## src/rtl/mem_read_responder_pkg.sv

```systemverilog
// Shared memory-map constants, bank ids and responder state encoding.
// The address decoder imports the same package so both sides agree on the map.
package mem_read_responder_pkg;

  localparam logic [2:0] MEM_EN_DATA = 3'b001;
  localparam logic [2:0] MEM_EN_VGA  = 3'b010;

  localparam logic [1:0] BANK_DATA = 2'd0;
  localparam logic [1:0] BANK_VGA  = 2'd1;

  typedef enum logic [1:0] {
    S_IDLE = 2'd0,
    S_WAIT = 2'd1,
    S_RESP = 2'd2,
    S_ERR  = 2'd3
  } state_t;

  // Decoder-side helper: bank id implied by a well-formed enable.
  function automatic logic [1:0] bank_of_en(input logic [2:0] en);
    return (en == MEM_EN_VGA) ? BANK_VGA : BANK_DATA;
  endfunction

  function automatic logic en_malformed(input logic [2:0] en);
    return !$onehot(en);
  endfunction

endpackage

```

## src/rtl/mem_lat_counter.sv

```systemverilog
// Read-latency down-counter: load a start value, decrement to zero, flag zero.
module mem_lat_counter #(
  parameter int CNT_W = 4
) (
  input  logic             clk,
  input  logic             rst,
  input  logic             load,
  input  logic [CNT_W-1:0] load_val,
  input  logic             dec,
  output logic             zero
);

  logic [CNT_W-1:0] cnt;

  always_ff @(posedge clk or posedge rst) begin
    if (rst) begin
      cnt <= '0;
    end else if (load) begin
      cnt <= load_val;
    end else if (dec && (cnt != '0)) begin
      cnt <= cnt - CNT_W'(1);
    end
  end

  assign zero = (cnt == '0);

endmodule

```

## src/rtl/mem_read_responder.sv

```systemverilog
// CPU data-memory return path: waits out per-bank read latency, returns data, flags bad addresses.
// Optional MEM_RESP_BADVADDR_EN adds a sticky bad_vaddr capture of the last faulting address.
module mem_read_responder
  import mem_read_responder_pkg::*;
#(
  parameter int DATA_LAT = 1,
  parameter int VGA_LAT  = 2,
  parameter int CNT_W    = 4
) (
  input  logic        clk,
  input  logic        rst,
  input  logic        req_valid,
  input  logic        req_write,
  input  logic [2:0]  mem_en,
  input  logic [1:0]  mem_bank,
  input  logic        inv_addr,
  input  logic [31:0] virt_addr,
  input  logic [31:0] data_rdata,
  input  logic [31:0] vga_rdata,
  output logic [31:0] cpu_rdata,
  output logic        resp_valid,
  output logic        busy,
`ifdef MEM_RESP_BADVADDR_EN
  output logic [31:0] bad_vaddr,
`endif
  output logic        addr_exc
);

  if (DATA_LAT < 1 || DATA_LAT > 2**CNT_W) begin : g_bad_data_lat
    $error("mem_read_responder: DATA_LAT out of range for CNT_W");
  end
  if (VGA_LAT < 1 || VGA_LAT > 2**CNT_W) begin : g_bad_vga_lat
    $error("mem_read_responder: VGA_LAT out of range for CNT_W");
  end

  localparam logic [CNT_W-1:0] DATA_LOAD = CNT_W'(DATA_LAT - 1);
  localparam logic [CNT_W-1:0] VGA_LOAD  = CNT_W'(VGA_LAT - 1);

  state_t           state, state_nx;
  logic [1:0]       bank_q;
  logic             write_q;
  logic             cnt_load, cnt_zero, acc_err;
  logic [CNT_W-1:0] lat_load;
  logic [31:0]      sel_rdata;

  assign acc_err = inv_addr || en_malformed(mem_en);
  assign busy    = (state == S_WAIT);

  always_comb begin
    lat_load = DATA_LOAD;
    case (mem_bank)
      BANK_DATA: lat_load = DATA_LOAD;
      BANK_VGA:  lat_load = VGA_LOAD;
      default:   lat_load = DATA_LOAD;
    endcase
  end

  // Return mux follows the bank latched at accept, never the live decoder output.
  always_comb begin
    sel_rdata = data_rdata;
    case (bank_q)
      BANK_DATA: sel_rdata = data_rdata;
      BANK_VGA:  sel_rdata = vga_rdata;
      default:   sel_rdata = data_rdata;
    endcase
  end

  always_comb begin
    state_nx = state;
    cnt_load = 1'b0;
    case (state)
      S_WAIT: begin
        if (cnt_zero) state_nx = S_RESP;
      end
      default: begin
        if (!req_valid) begin
          state_nx = S_IDLE;
        end else if (acc_err) begin
          state_nx = S_ERR;
        end else begin
          state_nx = S_WAIT;
          cnt_load = 1'b1;
        end
      end
    endcase
  end

  mem_lat_counter #(.CNT_W(CNT_W)) u_lat_counter (
    .clk      (clk),
    .rst      (rst),
    .load     (cnt_load),
    .load_val (lat_load),
    .dec      (busy),
    .zero     (cnt_zero)
  );

  always_ff @(posedge clk or posedge rst) begin
    if (rst) begin
      state      <= S_IDLE;
      bank_q     <= BANK_DATA;
      write_q    <= 1'b0;
      cpu_rdata  <= '0;
      resp_valid <= 1'b0;
      addr_exc   <= 1'b0;
    end else begin
      state      <= state_nx;
      resp_valid <= (state_nx == S_RESP) || (state_nx == S_ERR);
      addr_exc   <= (state_nx == S_ERR);
      if (cnt_load) begin
        bank_q  <= mem_bank;
        write_q <= req_write;
      end
      if (state_nx == S_ERR) begin
        cpu_rdata <= '0;
      end else if (busy && cnt_zero) begin
        cpu_rdata <= write_q ? '0 : sel_rdata;
      end
    end
  end

`ifdef MEM_RESP_BADVADDR_EN
  always_ff @(posedge clk or posedge rst) begin
    if (rst) begin
      bad_vaddr <= '0;
    end else if (state_nx == S_ERR) begin
      bad_vaddr <= virt_addr;
    end
  end
`else
  logic unused_virt_addr;
  assign unused_virt_addr = ^virt_addr;
`endif

endmodule

```

## config.mk

```make
export PLATFORM = sky130hd
export DESIGN_NAME = mem_read_responder
export DESIGN_NICKNAME = d
export VERILOG_FILES = /design/src/rtl/mem_read_responder_pkg.sv /design/src/rtl/mem_lat_counter.sv /design/src/rtl/mem_read_responder.sv
export SDC_FILE = /design/constraint.sdc
export NUM_CORES = 1
export LEC_CHECK = 0
export CORE_MARGIN = 5
export CORE_UTILIZATION = 33
export CTS_CLUSTER_DIAMETER = 200
export CTS_CLUSTER_SIZE = 14
export DETAILED_ROUTE_END_ITERATION = 7
export HOLD_SLACK_MARGIN = 0.12
export PLACE_DENSITY = 0.77
export SLEW_MARGIN = 20
export SYNTH_ARGS = -nofsm -noshare
export SYNTH_HDL_FRONTEND = slang
export SYNTH_SLANG_ARGS = --single-unit
```

## constraint.sdc

```tcl
create_clock -name clk -period 1.5 [get_ports clk]
set_clock_uncertainty 0.15 [all_clocks]
set_input_delay 0.15 -clock clk [delete_from_list [all_inputs] [get_ports clk]]
set_output_delay 0.15 -clock clk [all_outputs]
set_load 0.005 [all_outputs]
```

Word level (Yosys, flattened, before mapping)
Cells that the tools add are included.
W data, S select, Z words.

cells by class
  $add $sub $neg = 3
  eq/ne operators = 6
  mux-type cells = 14
  reduce and logical (&&, ||, !) cells = 9

operators by type and width
  cell                   number
  $mux W32               4
  $eq A2 B1 Y1 const B   4
  $mux W2                4
  $mux W4                2
  $eq A2 B2 Y1 const B   2
  $logic_not A4 Y1       1
  $mux W1                4
  $reduce_bool A2 Y1     2
  $reduce_bool A4 Y1     1
  $sub A4 B1 Y4 const B  1
  $add A1 B1 Y2          1
  $add A2 B1 Y2          1
  $logic_and A1 B1 Y1    2
  $logic_or A1 B1 Y1     2
  $logic_not A1 Y1       1

storage, ports and cells
  register bits after elaboration = 43
  input port bits = 106
  output and inout bits = 35
  word-level logic and storage cells = 39

Logic depth before layout (Yosys ltp)
Gate-level depths: netlist of the first run.

  depth after elaboration = 10
  mapped depth = 8
  gate-level depth less buffers = 6

Modules after synthesis
From an unflattened synthesis of the first run, not the netlist that was laid out.

unflattened totals
  cells, all modules = 200
  area, all modules = 2297.2 um^2

modules (own cells, without submodules)
  module              times used  cells an instance  area an instance (um^2)  sequential area each (um^2)
  mem_read_responder  1           172                2035.7                   975.9
  mem_lat_counter     1           28                 261.5                    100.1

Worst setup path after synthesis of the first run
Ideal clock, no wire load.

  path type = input to register
  start point = input mem_en[0]
  end point = register bank_q[0]
  setup time = 125 ps
  arrival time = 1415 ps
  slack = -189 ps
  stages on the path = 5
  path buffers = 0
  cells stage by stage = inv_1 -> fa_1 -> nor3b_1 -> nand3_1 -> mux2_2

on the way
  word-level cells in the longest chain between the ends = 8

RTL lines
  item                                 RTL line                      source
  from (decl)                          mem_read_responder.sv:14      input logic [2:0] mem_en,
  $add A1 B1 Y2 (not written as such)  mem_read_responder_pkg.sv:24  return !$onehot(en);
  $add A2 B1 Y2 (not written as such)  mem_read_responder_pkg.sv:24
  $eq A2 B1 Y1                         mem_read_responder_pkg.sv:24
  $logic_not A1 Y1                     mem_read_responder_pkg.sv:24
  $logic_or A1 B1 Y1                   mem_read_responder.sv:46      assign acc_err = inv_addr || en_malformed(mem_en);
  $mux W1                              mem_read_responder.sv:78      end else if (acc_err) begin
  $mux W1                              mem_read_responder.sv:76      if (!req_valid) begin
  $mux W1                              mem_read_responder.sv:71      case (state)
  to (signal assigned)                 mem_read_responder.sv:110     bank_q <= mem_bank;
  to (decl)                            mem_read_responder.sv:40      logic [1:0] bank_q;

No other way between the ends.
A chain may end at the register's enable or synchronous reset.

Worst setup path in the final report of the first run
  start point = register u_lat_counter.cnt[1]
  end point = register cpu_rdata[10]

on the way
  word-level cells in the longest chain between the ends = 5
  elaborated cells between the ends (all ways) = 7
  those cells by class = eq/ne: 1; mux: 3; reduce/logical: 3

RTL lines
  item                                            RTL line                   source
  from (decl)                                     mem_lat_counter.sv:13      logic [CNT_W-1:0] cnt;
  from (signal assigned)                          mem_lat_counter.sv:19      cnt <= load_val;
  from (signal assigned)                          mem_lat_counter.sv:21      cnt <= cnt - CNT_W'(1);
  $logic_not A4 Y1 *                              mem_lat_counter.sv:25      assign zero = (cnt == '0);
  $mux W2                                         mem_read_responder.sv:73   if (cnt_zero) state_nx = S_RESP;
  $mux W2                                         mem_read_responder.sv:71
  $eq A2 B2 Y1                                    mem_read_responder.sv:113  if (state_nx == S_ERR) begin
  $mux W32 or $reduce_bool A2 Y1 (tied branches)  -
  to (signal assigned)                            mem_read_responder.sv:116  cpu_rdata <= write_q ? '0 : sel_rdata;
  to (decl)                                       mem_read_responder.sv:20   output logic [31:0] cpu_rdata,

Mark *: on every way between the ends. The rest lies on a longest branch, timed or not.

==> results.py, run 1 <==
metrics = {
    "floorplanning": {
        "core_um2": 6420,
        "num_io_pins": 141,
        "fp.dieH_um": 91.8,
        "die-area_um2": 8420,
        "start_util_pct": 34.3,
        "rows": 29,
        "die_w_um": 91.8,
    },
    "yosys": {
        "synth-seq-area-share_pct": 48.8,
        "synth.distinct_cells": 26,
        "synth_most_common_cell": "dfrtp_1",
        "netlist_area_um2": 2210,
        "synthCells": 195,
        "synth-edff-count": 0,
        "synth_compound_area_share_pct": 12.8,
        "yosys.area.top_type_share_pct": 48.8,
        "yosys_most_used_dff": "dfrtp_1",
        "yosys.area_share.simple_pct": 12.5,
        "synth_seq_cells": 43,
        "syn_nets": 304,
        "synth_area_leaders": "dfrtp_1 (49%), mux2i_1 (15%), o31ai_1 (8.8%)",
        "synth_top_family_by_area": "multiplexers",
        "netlist_top_cells_count": "dfrtp_1 (43), mux2i_1 (34), nand3_1 (34), o31ai_1 (26), nand2_1 (8)",
        "synth-adder-area-share_pct": 2.04,
        "synth-xor-area-share_pct": 0.397,
        "synth_mux_area_share_pct": 17.0,
        "async_reset_ff_share_pct": 100,
        "yosysTopAreaCell": "dfrtp_1",
        "ys_warn_count": 0,
        "post_synth.cell_area_avg_um2": 11.3,
    },
    "setup_path": {
        "r2r_slack_ns": -0.21,
        "rr_worst_depth": 8,
        "required_ns": 1.51,
        "cp_slowest_cell": "dfrtp_1",
        "r2r_start": "u_lat_counter.cnt[1]$_DFFE_PP0P_",
        "path_class": "flop to flop",
        "critical_path.max_fanout": 7,
        "startpoint_type": "flop",
        "crit_chain": "inv_2 -> ha_4 -> nor3b_4 -> buf_6 -> nand2_8 -> clkbuf_16 -> nand3_2 -> o31ai_4",
        "slowest_delay_ns": 0.41,
        "crit_arrival_ns": 1.72,
        "crit_path_end_kind": "flop",
        "rr_endpoint": "cpu_rdata[10]$_DFFE_PP0P_",
    },
    "placement": {
        "placed_cell_area_um2": 3540,
        "numPortBuffers": 108,
        "dp_slack_ns": -0.771,
        "dp_hpwl_um": 4580,
        "gp_congestion": 0.747,
    },
    "worst_hold_path": {
        "min_to": "cpu_rdata[12]$_DFFE_PP0P_",
        "min_path_cells": 2,
        "hold_start": "cpu_rdata[12]$_DFFE_PP0P_",
        "hp-class": "flop to flop",
    },
    "sta": {
        "rsz0062_at_grt": "true",
        "slew_violations": 0,
        "worst_pin_slew_ns": 0.458,
        "post-route-min-period_ns": 1.71,
        "max_freq_mhz": 585,
        "setup_ws_ns": -0.209,
        "holdWs_ns": 0.351,
        "hold_violations": 0,
        "tns_ns": -6.47,
        "setup_violations": 42,
        "slew_headroom_pct": 69.5,
        "min_period_over_period_pct": 114,
    },
    "cts": {
        "cts_tree": "done",
        "cts_max_level": 2,
        "cts-root-buf": "clkbuf_8",
        "cts_buffers": 5,
        "clkTransAtPathRegs_ns": 0.08,
        "cts_sinks": 43,
        "clock_path_buffers": 2,
        "clk_latency_ns": 0.29,
    },
    "pwr": {
        "leakagePower_nw": 2.13,
        "peakVddDrop_mv": 0.732,
        "power_density_nw_per_um2": 1670,
    },
    "detailed_routing": {
        "drt_wl_total_um": 7730,
        "via_count": 2174,
        "routedWlPerCell_um": 18.7,
        "drt_iter0_drc": 40,
        "via_per_inst": 5.25,
        "drtAntennaViolNets": 0,
        "drc": 0,
        "firstDrtPassIters": 4,
    },
    "layout": {
        "area_delta_synth_final_pct": 105,
        "drive_gt1_share_pct": 40.1,
        "fin_nets": 446,
        "insertedDiodeCount": 0,
        "finalInstanceArea_um2": 4530,
        "n_fill_cell": 484,
    },
    "global_route": {
        "grt_usage_pct": 14.6,
        "antenna_found_initial": 0,
        "grt_pass1_vias": 2090,
        "grt_overflow": 0,
        "grt_max_degree": 44,
        "grt_pass1_wl_um": 10100,
    },
    "status": {
        "violations": "negative setup slack",
        "status": "finished with violations",
    },
    "job": {
        "drv_cap": 0,
    },
}
## kinds of logic after synthesis
family | count (synthesis)
compound gates | 34
buf+inv | 26
flops | 43
mux | 37
simple gates | 51
xor+xnor | 1
fa+ha+maj | 3
## flip-flops by register name, indices dropped and copies added (netlist names)
name,flops
addr_exc,1
bank_q,2
cpu_rdata,32
resp_valid,1
state,2
u_lat_counter.cnt,4
write_q,1
## cell type report
type,instances,area (um^2),area share (%)
Multi-Input combinational cell,127,1580,34.9
Clock buffer,6,82.6,1.82
Tap cell,77,96.3,2.13
Timing Repair Buffer,152,1640,36.3
Clock inverter,1,5.00,0.110
Inverter,8,45.0,0.994
Sequential cell,43,1080,23.8
## how the worst max path moves through the flow
stage,from,to,slack [ns],cells after the start
finish,u_lat_counter.cnt[1]$_DFFE_PP0P_,cpu_rdata[10]$_DFFE_PP0P_,-0.21,8
global route,u_lat_counter.cnt[1]$_DFFE_PP0P_,cpu_rdata[11]$_DFFE_PP0P_,-0.26,7
CTS,u_lat_counter.cnt[0]$_DFFE_PP0P_,cpu_rdata[0]$_DFFE_PP0P_,-0.15,6
detailed placement,mem_en[0],bank_q[1]$_DFFE_PP0N_,-0.77,6
global placement,mem_en[0],write_q$_DFFE_PP0N_,-0.72,6
floorplan,mem_en[0],cpu_rdata[15]$_DFFE_PP0P_,-0.07,7
## through the flow
step                      total power, mW  std cells  util [%]
after floorplan                      3.69        195         -
after global placement               5.11        375      55.1
after detailed placement             5.20        375      55.1
after CTS                            6.26        388      58.6
after global routing                 7.97        414      70.5
final                                7.55        414      70.5
## cells in the final DEF (no fill, tap or decap), types with 2 or more instances in the layout
cell type and n:
clkbuf_8 6, buf_4 26, clkbuf_16 5, o31ai_4 22
buf_6 7, mux2i_1 34, nand2b_4 2, dfrtp_1 43
o31ai_1 2, nand3_2 25, dlymetal6s2s_1 16, buf_12 7
o31ai_2 8, clkdlybuf4s50_1 88, inv_8 2, nand3_1 6
nor3b_2 2, inv_2 5, nand2_1 6, nand3_4 3
mux2_4 2
## what timing repair did
| action | CTS | global route |
|---|---|---|
| hold buffers | 1 | 0 |
| cloned | 0 | 9 |
| gates resized for setup | 36 | 86 |
| hold endpoints to repair | 43 | 0 |
| setup buffers | 5 | 17 |
| pin swaps | 3 | 27 |
| setup endpoints to repair | 43 | 58 |
## layer usage
metal / vias up / share of wire, % / GRT usage (%)
met4: 0 / 2.2 / 4.58
met2: 79 / 56 / 26.2
met1: 1077 / 36 / 17.0
met3: 17 / 6.0 / 3.85
met5: - / 0 / 0
li1: 1001 / - / -
## worst max-delay path: cells and delay by family (launching register included)
kind                       cells  cell delay, ns
DFF                            1            0.41
and+or+nand+nor                3            0.38
AOI/OAI and AO/OA              1            0.07
adders and majority gates      1            0.14
buffers and inverters          3            0.45
## where the power goes
part / switching [mW] / internal [mW]
Combinational: 2.27 / 2.56
Clock: 0.385 / 0.362
Sequential: 0.331 / 1.64
Total: 2.99 / 4.56
Note: power is estimated with default switching activity, not from simulation.
==> inputs of run 2 (changes only) <==
--- a/config.mk
+++ b/config.mk
@@ -6,12 +6,12 @@
 export NUM_CORES = 1
 export LEC_CHECK = 0
 export CORE_MARGIN = 5
-export CORE_UTILIZATION = 33
+export CORE_UTILIZATION = 37
 export CTS_CLUSTER_DIAMETER = 200
 export CTS_CLUSTER_SIZE = 14
 export DETAILED_ROUTE_END_ITERATION = 7
 export HOLD_SLACK_MARGIN = 0.12
-export PLACE_DENSITY = 0.77
+export PLACE_DENSITY = 0.81
 export SLEW_MARGIN = 20
 export SYNTH_ARGS = -nofsm -noshare
 export SYNTH_HDL_FRONTEND = slang
==> constraint.sdc (replaced) <==
create_clock -name clk -period 1.9 [get_ports clk]
set_clock_uncertainty 0.15 [all_clocks]
set_input_delay 0.19 -clock clk [delete_from_list [all_inputs] [get_ports clk]]
set_output_delay 0.19 -clock clk [all_outputs]
set_load 0.005 [all_outputs]
==> run 2 against run 1 <==
  * The run now ends clean
  * Setup slack improved by 0.36 ns
  * Critical endpoint is now cpu_rdata[20]$_DFFE_PP0P_
  * Clock power down 16%
  * Final cell count down 9.2%
  * Total power shrank 41%
==> results.py, run 2 (synthesis results as in run 1) <==
metrics = {
    "status": {
        "status": "finished, final reports clean",
    },
    "placement": {
        "gp_congestion": 0.663,
        "numPortBuffers": 108,
        "dp_hpwl_um": 4360,
        "dp_slack_ns": -0.523,
    },
    "sta": {
        "setup_violations": 0,
        "min_period_over_period_pct": 92.3,
        "worst_pin_slew_ns": 0.431,
        "max_freq_mhz": 570,
        "setup_ws_ns": 0.147,
        "holdWs_ns": 0.351,
        "rsz0062_at_grt": "false",
        "post-route-min-period_ns": 1.75,
        "tns_ns": 0,
        "hold_violations": 0,
        "slew_violations": 0,
        "slew_headroom_pct": 71.2,
    },
    "layout": {
        "fin_nets": 409,
        "top_regs": "cpu_rdata (32), u_lat_counter.cnt (4)",
        "final_common_cell": "clkdlybuf4s50_1",
        "regMostFlops": "cpu_rdata",
        "drive_gt1_share_pct": 11.0,
        "area_delta_synth_final_pct": 59.0,
        "insertedDiodeCount": 0,
        "largest_register_ffs": 32,
        "fin_util_pct": 60.0,
        "layout_common_cells": "clkdlybuf4s50_1 (105), dfrtp_1 (43), mux2i_1 (34)",
    },
    "pwr": {
        "power.total_mw": 4.42,
        "leakagePower_nw": 1.48,
        "peakVddDrop_mv": 0.586,
        "power_density_nw_per_um2": 1260,
    },
    "detailed_routing": {
        "drt_wl_total_um": 5740,
        "via_per_inst": 5.09,
        "firstDrtPassIters": 4,
        "drc": 0,
        "routedWlPerCell_um": 15.3,
        "drt_iter0_drc": 56,
        "via_count": 1913,
        "drtAntennaViolNets": 0,
    },
    "setup_path": {
        "critical_path.max_fanout": 66,
        "startpoint_type": "flop",
        "crit_chain": "inv_1 -> ha_1 -> nor3b_2 -> nand2_2 -> buf_12 -> o31ai_1",
        "startpoint": "u_lat_counter.cnt[0]$_DFFE_PP0P_",
        "crit_arrival_ns": 1.79,
        "required_ns": 1.94,
        "slowest_delay_ns": 0.40,
        "crit_path_end_kind": "flop",
        "path_class": "flop to flop",
        "cp_slowest_cell": "dfrtp_1",
        "r2r_start": "u_lat_counter.cnt[0]$_DFFE_PP0P_",
    },
    "global_route": {
        "antenna_found_initial": 0,
        "grt_pass1_vias": 1913,
        "grt_overflow": 0,
        "grt_usage_pct": 15.2,
        "grt_max_degree": 67,
        "grt_pass1_wl_um": 9180,
    },
    "cts": {
        "cts_sinks": 43,
        "cts_tree": "done",
        "clkTransAtPathRegs_ns": 0.08,
        "cts-root-buf": "clkbuf_8",
        "cts_max_level": 2,
        "cts_buffers": 5,
        "clock_path_buffers": 2,
        "post-cts-setup-buffers": 0,
        "clk_latency_ns": 0.29,
    },
    "floorplanning": {
        "core_um2": 5850,
        "start_util_pct": 37.7,
        "die_w_um": 87.2,
        "rows": 28,
        "fp.dieH_um": 87.2,
        "num_io_pins": 141,
        "die-area_um2": 7610,
    },
    "worst_hold_path": {
        "hold_start": "cpu_rdata[3]$_DFFE_PP0P_",
        "hp-class": "flop to flop",
    },
    "job": {
        "drv_cap": 0,
    },
}
## run 2: power by group
group	switching (mW)	internal [mW]
Combinational	1.03	1.26
Clock	0.296	0.332
Sequential	0.207	1.30
Total	1.53	2.89
## run 2: critical path, delay by kind of cell, from the launching register on
family / cells / cell delay (ns)
flip-flops: 1 / 0.40
buffers and inverters: 2 / 0.31
AO/OA/AOI/OAI: 1 / 0.29
AND/OR/NAND/NOR: 2 / 0.32
adder cells (fa/ha/maj): 1 / 0.15
## run 2: metrics by stage
| step | instance area (um^2) | std cells |
|---|---|---|
| 6_report | 3510 | 376 |
| 5_1_grt | 3510 | 376 |
| 4_1_cts | 3510 | 376 |
| 3_5_place_dp | 3380 | 367 |
| 3_3_place_gp | 3380 | 367 |
| 2_1_floorplan | 2210 | 195 |
## run 2: path summary, 6_finish.rpt
check	end	slack [ns]	depth (start not counted)
setup reg to reg	cpu_rdata[20]$_DFFE_PP0P_	0.15	6
min in group asynchronous	cpu_rdata[15]$_DFFE_PP0P_	0.63	3
hold / removal	cpu_rdata[3]$_DFFE_PP0P_	0.35	2
setup / recovery	cpu_rdata[20]$_DFFE_PP0P_	0.15	6
max in group asynchronous	u_lat_counter.cnt[2]$_DFFE_PP0P_	0.49	4
hold reg to reg	cpu_rdata[3]$_DFFE_PP0P_	0.35	2
## run 2: repair_timing
| item | in CTS | in global routing |
|---|---|---|
| gates resized for setup | 8 | 0 |
| endpoints found under the setup margin | 41 | 0 |
| hold endpoints to repair | 19 | 0 |
| hold buffers | 1 | 0 |
## run 2: cell type report
type	instances	area, um^2
well taps	75	93.8
clock buffers	8	100
inverters	8	30.0
flip-flops and latches	43	1080
fillers	525	2340
repair buffers	116	1190
multi-input cells	126	1020
## run 2: routing by layer
layer,GRT usage (%),up-vias,share of wire (%)
li1,-,920,-
met1,17.5,918,38
met2,27.8,69,53
met3,5.01,6,8.8
met4,2.51,0,0.63
met5,0,-,0
==> inputs of run 3 (changes only) <==
--- a/config.mk
+++ b/config.mk
@@ -7,7 +7,6 @@
 export LEC_CHECK = 0
 export CORE_MARGIN = 5
 export CORE_UTILIZATION = 37
-export CTS_CLUSTER_DIAMETER = 200
 export CTS_CLUSTER_SIZE = 14
 export DETAILED_ROUTE_END_ITERATION = 7
 export HOLD_SLACK_MARGIN = 0.12
==> results of run 3 <==
The final DEF is identical to that of run 2; final timing and power are the same.
==> patch: new RTL, config.mk and constraints of run 1 <==
The 4 states of `state_t` get a one-hot encoding in 4 bits.
--- a/src/rtl/mem_read_responder_pkg.sv
+++ b/src/rtl/mem_read_responder_pkg.sv
@@ -9,9 +9,9 @@
   localparam logic [1:0] BANK_VGA  = 2'd1;
 
-  typedef enum logic [1:0] {
-    S_IDLE = 2'd0,
-    S_WAIT = 2'd1,
-    S_RESP = 2'd2,
-    S_ERR  = 2'd3
+  typedef enum logic [3:0] {
+    S_IDLE = 4'b0001,
+    S_WAIT = 4'b0010,
+    S_RESP = 4'b0100,
+    S_ERR  = 4'b1000
   } state_t;
 
Behaviour: no difference found for any inputs over 10 cycles, from zero or initial values and one cycle with rst high; not proved beyond that.
==> patch against run 1 <==
Sequential cell count up 2. Cell area down 13%. The flow still finishes with violations (setup timing). First-iteration DRC count up 63%. Setup slack worse by 190 ps. Wire length down 16%. Critical endpoint is now u_lat_counter.cnt[0]$_DFFE_PP0P_. Largest cell class unchanged. Synthesized area down 0.96%. Synthesized cell count down 13%. Highest routed layer unchanged.
Power is not compared: it rests on default switching activity, and its combinational part moved more than twofold at a synthesized area within 25%.
==> patch: results <==
hold_path:
  hold_path.class: "primary input to flop"
  hold_path_end: "write_q$_DFFE_PP0P_"
setup_path:
  reg2reg_depth: 5
  crit_family: "simple AND/OR/NAND/NOR gates"
  cpPeakStageDelay_ps: 580
  endpoint: "u_lat_counter.cnt[0]$_DFFE_PP0P_"
  crit_arrival_ps: 1930
  startpoint: "state[0]$_DFF_PP1_"
place:
  hpwl_um: 4575
  dpl.cell_count: 360
clocking:
  cts_resized: 31
sta:
  setup_viol: 45
  setup_ws_ps: -395.1
  slew-limit-headroom_pct: 72.95
synthesis:
  ys_top_cells_by_count: "dfrtp_1, mux2_2, a32o_1"
finish:
  final_cells: 383
  reg.largest.list: "cpu_rdata: 32 flops, state: 4 flops, u_lat_counter.cnt: 4 flops"
  drive_gt1_share_pct: 34.64
routing:
  dr_wl_met3_um: 470
  drt-met1-wl_um: 2652
  drt_iter0_drc: 65
  vias: 1947
grt:
  first_global_vias: 2085
  use_met2_pct: 25.24
  grt_start_max_net_pins: 34
  met3_usage_pct: 5.620
status:
  status: "complete, but fails checks"
  failed_checks: "setup timing"
patch: power by group through the flow:
stage          Sequential (µW)  Combinational, µW  Clock, µW
2_1_floorplan             1400                699          0
5_1_grt                   1420               1550        893
6_report                  1410               1430        807
3_5_place_dp              1430               1290          0
3_3_place_gp              1420               1260          0
4_1_cts                   1410               1380        848
patch: cells by family (layout without fill, tap and decap cells):
family / count (synthesis) / count (layout) / share of synthesized area (%)
simple gates: 18 / 18 / 5.670
fa+ha+maj: 3 / 3 / 2.062
mux: 35 / 35 / 18.04
flops: 45 / 45 / 51.60
compound gates: 41 / 41 / 17.12
buf+inv: 27 / 164 / 5.498
patch: layout make-up:
type / count / area [µm²] / area share, %
Inverter: 12 / 55.05 / 1.397
Timing Repair Buffer: 144 / 1515 / 38.46
Clock inverter: 1 / 5.005 / 0.1270
Clock buffer: 7 / 96.34 / 2.445
Tap cell: 77 / 96.34 / 2.445
Sequential cell: 45 / 1127 / 28.61
Multi-Input combinational cell: 97 / 1045 / 26.52
